==> src/rtl/nibble_add_sequencer_pkg.sv <==
// Shared definitions for the nibble-serial adder sequencer: nibble width,
// sequencer state encoding and the nibble-count helper.
package nibble_seq_pkg;

  localparam int NIBBLE_W = 4;

  typedef enum logic [1:0] {
    IDLE = 2'd0,
    RUN  = 2'd1,
    DONE = 2'd2
  } state_e;

  // Number of adder passes needed for an operand of the given width.
  function automatic int nibbles(input int width);
    return width / NIBBLE_W;
  endfunction

endpackage

==> src/rtl/nibble_add_sequencer_if.sv <==
// Operand/result handshake bundle for nibble_add_sequencer.
// The op port only exists when SUBTRACT_EN is defined.
interface nibble_add_sequencer_if #(
  parameter int WIDTH = 16
);

  logic             in_valid;
  logic             in_ready;
  logic [WIDTH-1:0] a;
  logic [WIDTH-1:0] b;
  logic             cin;
`ifdef SUBTRACT_EN
  logic             op;
`endif
  logic             out_valid;
  logic             out_ready;
  logic [WIDTH-1:0] sum;
  logic             cout;
  logic             busy;

  modport master (
`ifdef SUBTRACT_EN
    output op,
`endif
    output in_valid, a, b, cin, out_ready,
    input  in_ready, out_valid, sum, cout, busy
  );

  modport slave (
`ifdef SUBTRACT_EN
    input  op,
`endif
    input  in_valid, a, b, cin, out_ready,
    output in_ready, out_valid, sum, cout, busy
  );

endinterface

==> src/rtl/nibble_add_sequencer_slice.sv <==
// Combinational 4-bit ripple-carry adder slice made of per-bit full adders.
module nibble_slice (
  input  logic [3:0] x,
  input  logic [3:0] y,
  input  logic       ci,
  output logic [3:0] s,
  output logic       co
);

  logic [4:0] w_c;

  assign w_c[0] = ci;

  for (genvar i = 0; i < 4; i++) begin : g_fa
    assign s[i]       = x[i] ^ y[i] ^ w_c[i];
    assign w_c[i + 1] = (x[i] & y[i]) | (w_c[i] & (x[i] ^ y[i]));
  end

  assign co = w_c[4];

endmodule

==> src/rtl/nibble_add_sequencer.sv <==
// Nibble-serial adder: one operation adds a + b + cin through a single shared
// 4-bit slice, LS nibble first, carry held in a register between passes.
// Optional macro SUBTRACT_EN adds an op input selecting a - b.
module nibble_add_sequencer
  import nibble_seq_pkg::*;
#(
  parameter int WIDTH = 16
) (
  input logic                   clk,
  input logic                   rst,
  nibble_add_sequencer_if.slave bus
);

  localparam int NIBBLES = nibbles(WIDTH);
  localparam int IDX_W   = (NIBBLES > 1) ? $clog2(NIBBLES) : 1;
  localparam logic [IDX_W-1:0] LAST_IDX = IDX_W'(NIBBLES - 1);

  state_e           r_state, w_state_nxt;
  logic [WIDTH-1:0] r_a, w_a_nxt;
  logic [WIDTH-1:0] r_b, w_b_nxt;
  logic [WIDTH-1:0] r_sum, w_sum_nxt;
  logic             r_carry, w_carry_nxt;
  logic [IDX_W-1:0] r_idx, w_idx_nxt;
  logic             r_cout, w_cout_nxt;
  logic             r_out_valid, w_out_valid_nxt;
  logic             r_in_ready, w_in_ready_nxt;
  logic             r_busy, w_busy_nxt;
`ifdef SUBTRACT_EN
  logic             r_op, w_op_nxt;
`endif

  logic [3:0]       w_y;
  logic [3:0]       w_s;
  logic             w_co;

  // Subtraction feeds the inverted B nibble; the carry register supplies the +1.
`ifdef SUBTRACT_EN
  assign w_y = r_op ? ~r_b[3:0] : r_b[3:0];
`else
  assign w_y = r_b[3:0];
`endif

  nibble_slice u_slice (
    .x  (r_a[3:0]),
    .y  (w_y),
    .ci (r_carry),
    .s  (w_s),
    .co (w_co)
  );

  // Sequencer state register.
  always_ff @(posedge clk or posedge rst) begin
    if (rst) begin
      r_state <= IDLE;
    end else begin
      r_state <= w_state_nxt;
    end
  end

  // Next-state and next-datapath decode; every register holds by default.
  always_comb begin
    w_state_nxt     = r_state;
    w_a_nxt         = r_a;
    w_b_nxt         = r_b;
    w_sum_nxt       = r_sum;
    w_carry_nxt     = r_carry;
    w_idx_nxt       = r_idx;
    w_cout_nxt      = r_cout;
    w_out_valid_nxt = r_out_valid;
    w_in_ready_nxt  = r_in_ready;
    w_busy_nxt      = r_busy;
`ifdef SUBTRACT_EN
    w_op_nxt        = r_op;
`endif
    case (r_state)
      IDLE: begin
        if (r_in_ready && bus.in_valid) begin
          w_a_nxt        = bus.a;
          w_b_nxt        = bus.b;
          w_idx_nxt      = '0;
          w_in_ready_nxt = 1'b0;
          w_busy_nxt     = 1'b1;
          w_state_nxt    = RUN;
`ifdef SUBTRACT_EN
          w_op_nxt       = bus.op;
          w_carry_nxt    = bus.op ? 1'b1 : bus.cin;
`else
          w_carry_nxt    = bus.cin;
`endif
        end else begin
          w_in_ready_nxt = 1'b1;
          w_busy_nxt     = 1'b0;
        end
      end
      RUN: begin
        w_a_nxt     = r_a >> NIBBLE_W;
        w_b_nxt     = r_b >> NIBBLE_W;
        w_carry_nxt = w_co;
        w_idx_nxt   = r_idx + IDX_W'(1);
        for (int i = 0; i < NIBBLES; i++) begin
          if (r_idx == IDX_W'(i)) begin
            w_sum_nxt[i*NIBBLE_W +: NIBBLE_W] = w_s;
          end else begin
            w_sum_nxt[i*NIBBLE_W +: NIBBLE_W] = r_sum[i*NIBBLE_W +: NIBBLE_W];
          end
        end
        if (r_idx == LAST_IDX) begin
          w_cout_nxt      = w_co;
          w_out_valid_nxt = 1'b1;
          w_state_nxt     = DONE;
        end else begin
          w_state_nxt     = RUN;
        end
      end
      DONE: begin
        if (bus.out_ready) begin
          w_out_valid_nxt = 1'b0;
          w_in_ready_nxt  = 1'b1;
          w_busy_nxt      = 1'b0;
          w_state_nxt     = IDLE;
        end else begin
          w_state_nxt     = DONE;
        end
      end
      default: begin
        w_out_valid_nxt = 1'b0;
        w_in_ready_nxt  = 1'b1;
        w_busy_nxt      = 1'b0;
        w_state_nxt     = IDLE;
      end
    endcase
  end

  // Datapath and registered handshake outputs.
  always_ff @(posedge clk or posedge rst) begin
    if (rst) begin
      r_a         <= '0;
      r_b         <= '0;
      r_sum       <= '0;
      r_carry     <= 1'b0;
      r_idx       <= '0;
      r_cout      <= 1'b0;
      r_out_valid <= 1'b0;
      r_in_ready  <= 1'b1;
      r_busy      <= 1'b0;
`ifdef SUBTRACT_EN
      r_op        <= 1'b0;
`endif
    end else begin
      r_a         <= w_a_nxt;
      r_b         <= w_b_nxt;
      r_sum       <= w_sum_nxt;
      r_carry     <= w_carry_nxt;
      r_idx       <= w_idx_nxt;
      r_cout      <= w_cout_nxt;
      r_out_valid <= w_out_valid_nxt;
      r_in_ready  <= w_in_ready_nxt;
      r_busy      <= w_busy_nxt;
`ifdef SUBTRACT_EN
      r_op        <= w_op_nxt;
`endif
    end
  end

  assign bus.in_ready  = r_in_ready;
  assign bus.out_valid = r_out_valid;
  assign bus.sum       = r_sum;
  assign bus.cout      = r_cout;
  assign bus.busy      = r_busy;

endmodule
==> src/flat_wrapper.sv <==
// flat-port wrapper written by rule: the top's interface ports become plain ports
module nibble_add_sequencer_flat import nibble_seq_pkg::*;
#(
  parameter int WIDTH = 16
)
  (clk, rst, bus_in_valid, bus_a, bus_b, bus_cin, bus_out_ready, bus_in_ready, bus_out_valid, bus_sum, bus_cout, bus_busy);
  nibble_add_sequencer_if #(.WIDTH(WIDTH)) bus_i ();
  input logic clk;
  input logic rst;
  input wire logic [$bits(bus_i.in_valid)-1:0] bus_in_valid;
  input wire logic [$bits(bus_i.a)-1:0] bus_a;
  input wire logic [$bits(bus_i.b)-1:0] bus_b;
  input wire logic [$bits(bus_i.cin)-1:0] bus_cin;
  input wire logic [$bits(bus_i.out_ready)-1:0] bus_out_ready;
  output wire logic [$bits(bus_i.in_ready)-1:0] bus_in_ready;
  output wire logic [$bits(bus_i.out_valid)-1:0] bus_out_valid;
  output wire logic [$bits(bus_i.sum)-1:0] bus_sum;
  output wire logic [$bits(bus_i.cout)-1:0] bus_cout;
  output wire logic [$bits(bus_i.busy)-1:0] bus_busy;
  assign bus_i.in_valid = bus_in_valid;
  assign bus_i.a = bus_a;
  assign bus_i.b = bus_b;
  assign bus_i.cin = bus_cin;
  assign bus_i.out_ready = bus_out_ready;
  assign bus_in_ready = bus_i.in_ready;
  assign bus_out_valid = bus_i.out_valid;
  assign bus_sum = bus_i.sum;
  assign bus_cout = bus_i.cout;
  assign bus_busy = bus_i.busy;
  nibble_add_sequencer #(.WIDTH(WIDTH)) u_core (.clk(clk), .rst(rst), .bus(bus_i));
endmodule
==> config.mk <==
export PLATFORM = sky130hd
export DESIGN_NAME = nibble_add_sequencer_flat
export DESIGN_NICKNAME = d
export VERILOG_FILES = /design/src/rtl/nibble_add_sequencer_pkg.sv /design/src/rtl/nibble_add_sequencer_if.sv /design/src/rtl/nibble_add_sequencer_slice.sv /design/src/rtl/nibble_add_sequencer.sv /design/src/flat_wrapper.sv
export SDC_FILE = /design/constraint.sdc
export NUM_CORES = 1
export LEC_CHECK = 0
export BUFFER_PORTS_ARGS = -buffer_cell sky130_fd_sc_hd__buf_2
export CORE_MARGIN = 10
export CORE_UTILIZATION = 50
export DETAILED_ROUTE_END_ITERATION = 8
export GPL_TIMING_DRIVEN = 0
export HOLD_SLACK_MARGIN = 0.1
export PLACE_DENSITY = 0.8
export SKIP_CTS_REPAIR_TIMING = 1
export SYNTH_ARGS = -nofsm -noshare
export SYNTH_HDL_FRONTEND = slang
export SYNTH_SLANG_ARGS = --single-unit
==> constraint.sdc <==
create_clock -name clk -period 4.95 [get_ports clk]
set_input_delay 0.2475 -clock clk [delete_from_list [all_inputs] [get_ports clk]]
set_output_delay 0.2475 -clock clk [all_outputs]
set_load 0.1 [all_outputs]
==> key figures <==
Clock network
  • Worst-Skew Late Latency: 0.35 ns
  • Root Buffer Master: clkbuf_8
  • CTS tree: done
  • Sinks on Clock Net: 57
  • TritonCTS Buffers: 9
  • Reg clk slew, reported paths: 0.08 ns
  • CTS Buffer Depth: 2
  • H-tree lvl count: 3

Route
  • Detailed Routing Iterations Pass 1: 4
  • ANT nets after route: 0
  • Routed wire length: 6510 um
  • Routed wire length per instance: 16.9 um
  • Drt first-iter violations: 118
  • Post-route DRC: 0
  • Via Count: 2085
  • Routed vias/inst: 5.40

Yosys
  • EDFF count, synth: 0
  • Post-synthesis sequential area ratio: 53.2%
  • Mux contribution to synthesized area: 3.36%
  • Ys flop type: dfrtp_1
  • Post-Synthesis Cells: 242
  • Yosys reg bits: 57
  • Syn. warnings: 0
  • Async SR Flop Fraction: 100%
  • Cell Area, Synth: 0.00269 mm^2
  • Syn Nets: 287
  • Avg Cell Area, Syn: 11.1 um^2
  • Simple-Gate Fraction of Synth Area: 13.0%
  • Most numerous cell in the Yosys netlist: dfrtp_1
  • Top-area cell type share of the netlist area: 52.2%
  • Post-Synth Adder-Cell Area: 4.85%
  • Commonest cells in the netlist: 56 x dfrtp_1, 30 x nand2_1, 25 x a22oi_1, 24 x nor2b_1
  • Yosys top cell by area: dfrtp_1
  • Main combinational cell family by area after synthesis: compound AO/OA/AOI/OAI gates
  • Synth area leaders: dfrtp_1 52%, a22oi_1 7.0%, o2bb2ai_1 6.5%
  • Synth Area in Compound Gates: 19.8%
  • Yosys cell types: 30
  • Synth Area in XOR/XNOR: 0%

Setup path
  • Data required time of the critical path: 5.21 ns
  • CP peak stage delay: 0.45 ns
  • CP bufs+invs: 3
  • Maximum fanout along the worst path: 4
  • Cells along the critical path: fa_1 -> inv_1 -> fa_1 -> inv_1 -> fa_1 -> inv_1 -> fa_1 -> o21ai_0
  • Reg-to-reg slack, setup: 2.68 ns
  • R2R Path Start: u_core.r_carry
  • Arr. time, crit path: 2.53 ns
  • Worst reg2reg path depth: 8
  • Max stage delay cell, worst path: fa_1
  • Cell family with most CP delay: adder cells
  • Reg2reg end: u_core.bus.sum[11]
  • Most used cell along the critical path: fa_1
  • Setup crit end kind: flip-flop
  • Kind of critical path: reg -> reg
  • CP Launch Type: flip-flop

Placement
  • Buffers on Ports: 56
  • Routability Congestion: 0.846
  • DP HPWL: 4660 um

Outcome
  • Status: completed

STA
  • Tcrit/Tclk final: 45.9%
  • RSZ-0062 raised after global routing: false
  • Setup violators final: 0
  • Measured slew at the worst slew-check pin: 0.515 ns
  • Post-route setup TNS: 0 ns
  • Hold Vio Cnt, Final: 0
  • Slew Limit Headroom: 65.7%
  • Max-slew violation count: 0
  • Clk_skew: 0.00624 ns
  • Fin crit period: 2.27 ns
  • Fmax: 440 MHz

GRT
  • M1 GR Usage: 19.5%
  • Antenna violations before repair: 0
  • M3 GR Usage: 5.60%
  • Largest net degree at the start of global routing: 38
  • Grt met2 use: 24.1%
  • Global route total overflow: 0
  • All-layer global routing usage: 15.7%
  • Most Crowded Layer GR: met2
  • Global-route wire length before repair: 10800 um
  • Vias in the first global route: 2237

Hold path
  • Hold path depth: 3
  • Hold path endpoint: u_core.r_a[14]
  • Hold Crit Class: in -> reg
  • Worst hold path startpoint: bus_a[14]

Floorplan
  • Die width: 93.3 um
  • I/O pin count: 57
  • Die Area: 0.00870 mm^2
  • Starting Density: 51.9%
  • Die H: 93.3 um
  • Row count: 26
  • Core area: 0.00517 mm^2

Final layout
  • Fraction of layout cells with a size suffix above 1: 32.3%
  • Ant. Diodes: 0
  • Final nets: 356
  • Area grow syn2layout: 22.4%

Run
  • Number of max-cap violations: 0
## how the worst max path moves through the flow
stage                         from            endpoint  slack [ns]  cells after the start
floorplan           u_core.r_carry  u_core.bus.sum[15]        2.84                      8
global placement               rst       u_core.r_a[5]        2.63                      2
detailed placement  u_core.r_carry   u_core.bus.sum[3]        2.70                      8
CTS                 u_core.r_carry   u_core.bus.sum[3]        2.68                      8
global route        u_core.r_carry   u_core.bus.sum[3]        2.51                      8
finish              u_core.r_carry  u_core.bus.sum[11]        2.68                      8
## state kept, by name (all words and copies together) (netlist names)
signal and count:
u_core.r_idx 2, u_core.bus.sum 16, u_core.r_state 2, u_core.bus.in_ready 1
u_core.bus.out_valid 1, u_core.r_b 16, u_core.r_a 16, u_core.bus.cout 1
u_core.r_carry 1, u_core.bus.busy 1
## cell type report
cell class,count,area [um^2]
timing repair buffer,58,310
buffer,17,114
fill,410,1890
clock inverter,7,78.8
sequential,57,1430
tap,70,87.6
multi-input combinational,157,1100
clock buffer,9,124
inverter,11,41.3
## placed cells by master, fill, tap and decap left out
cell type      instances
or2_2                  1
buf_12                 1
or3b_4                 1
a21o_1                 1
mux2_2                 8
nand2_1               30
buf_2                 63
a21oi_2                1
buf_1                  1
clkbuf_1               2
nand2b_1               1
nor2_1                 3
bufinv_16              1
clkbuf_8               9
nand3b_2               1
dlygate4sd3_1          1
dfrtp_1               56
o21bai_1               1
o2bb2ai_1             20
o22a_1                 1
nand3b_1               3
buf_6                  4
inv_6                  2
a22oi_1               25
and2_1                 1
and4bb_2               1
a21oi_1                1
fa_1                   4
clkinvlp_4             3
dfstp_2                1
clkinv_4               1
inv_2                  1
buf_4                  3
inv_1                 10
o22ai_1                5
ha_1                   4
o21ai_0               20
nor2b_1               24
## cell families after synthesis
kind of cell	after synthesis
compound gates	75
mux	8
simple gates	66
flops	57
buf+inv	28
fa+ha+maj	8
## tightest hold or removal path, delay by kind of cell
family          cells  cell delay, ns
buf+inv             1            0.07
simple gates        1            0.03
compound gates      1            0.05
## per-layer routing
| metal | vias to the layer above | share of wire [%] |
|---|---|---|
| met5 | - | 0 |
| met4 | 0 | 2.1 |
| met3 | 13 | 6.9 |
| met2 | 74 | 45 |
| met1 | 1002 | 46 |
| li1 | 996 | - |
## stage by stage
| step | worst slack [ns] | hold WS, ns | utilization (%) | std cells | instance area [um^2] |
|---|---|---|---|---|---|
| floorplan | 2.84 | 0.364 | - | 242 | 2690 |
| global placement | 2.63 | 0.450 | 59.0 | 368 | 3050 |
| detailed placement | 2.70 | 0.277 | 59.4 | 369 | 3070 |
| CTS | 2.68 | -0.0984 | 63.3 | 385 | 3280 |
| global route | 2.51 | 0.110 | 63.5 | 386 | 3290 |
| finish | 2.68 | 0.101 | 63.5 | 386 | 3290 |
Power is not shown: default switching activity piles up to over one toggle a cycle in this logic, so the estimate is an artifact.
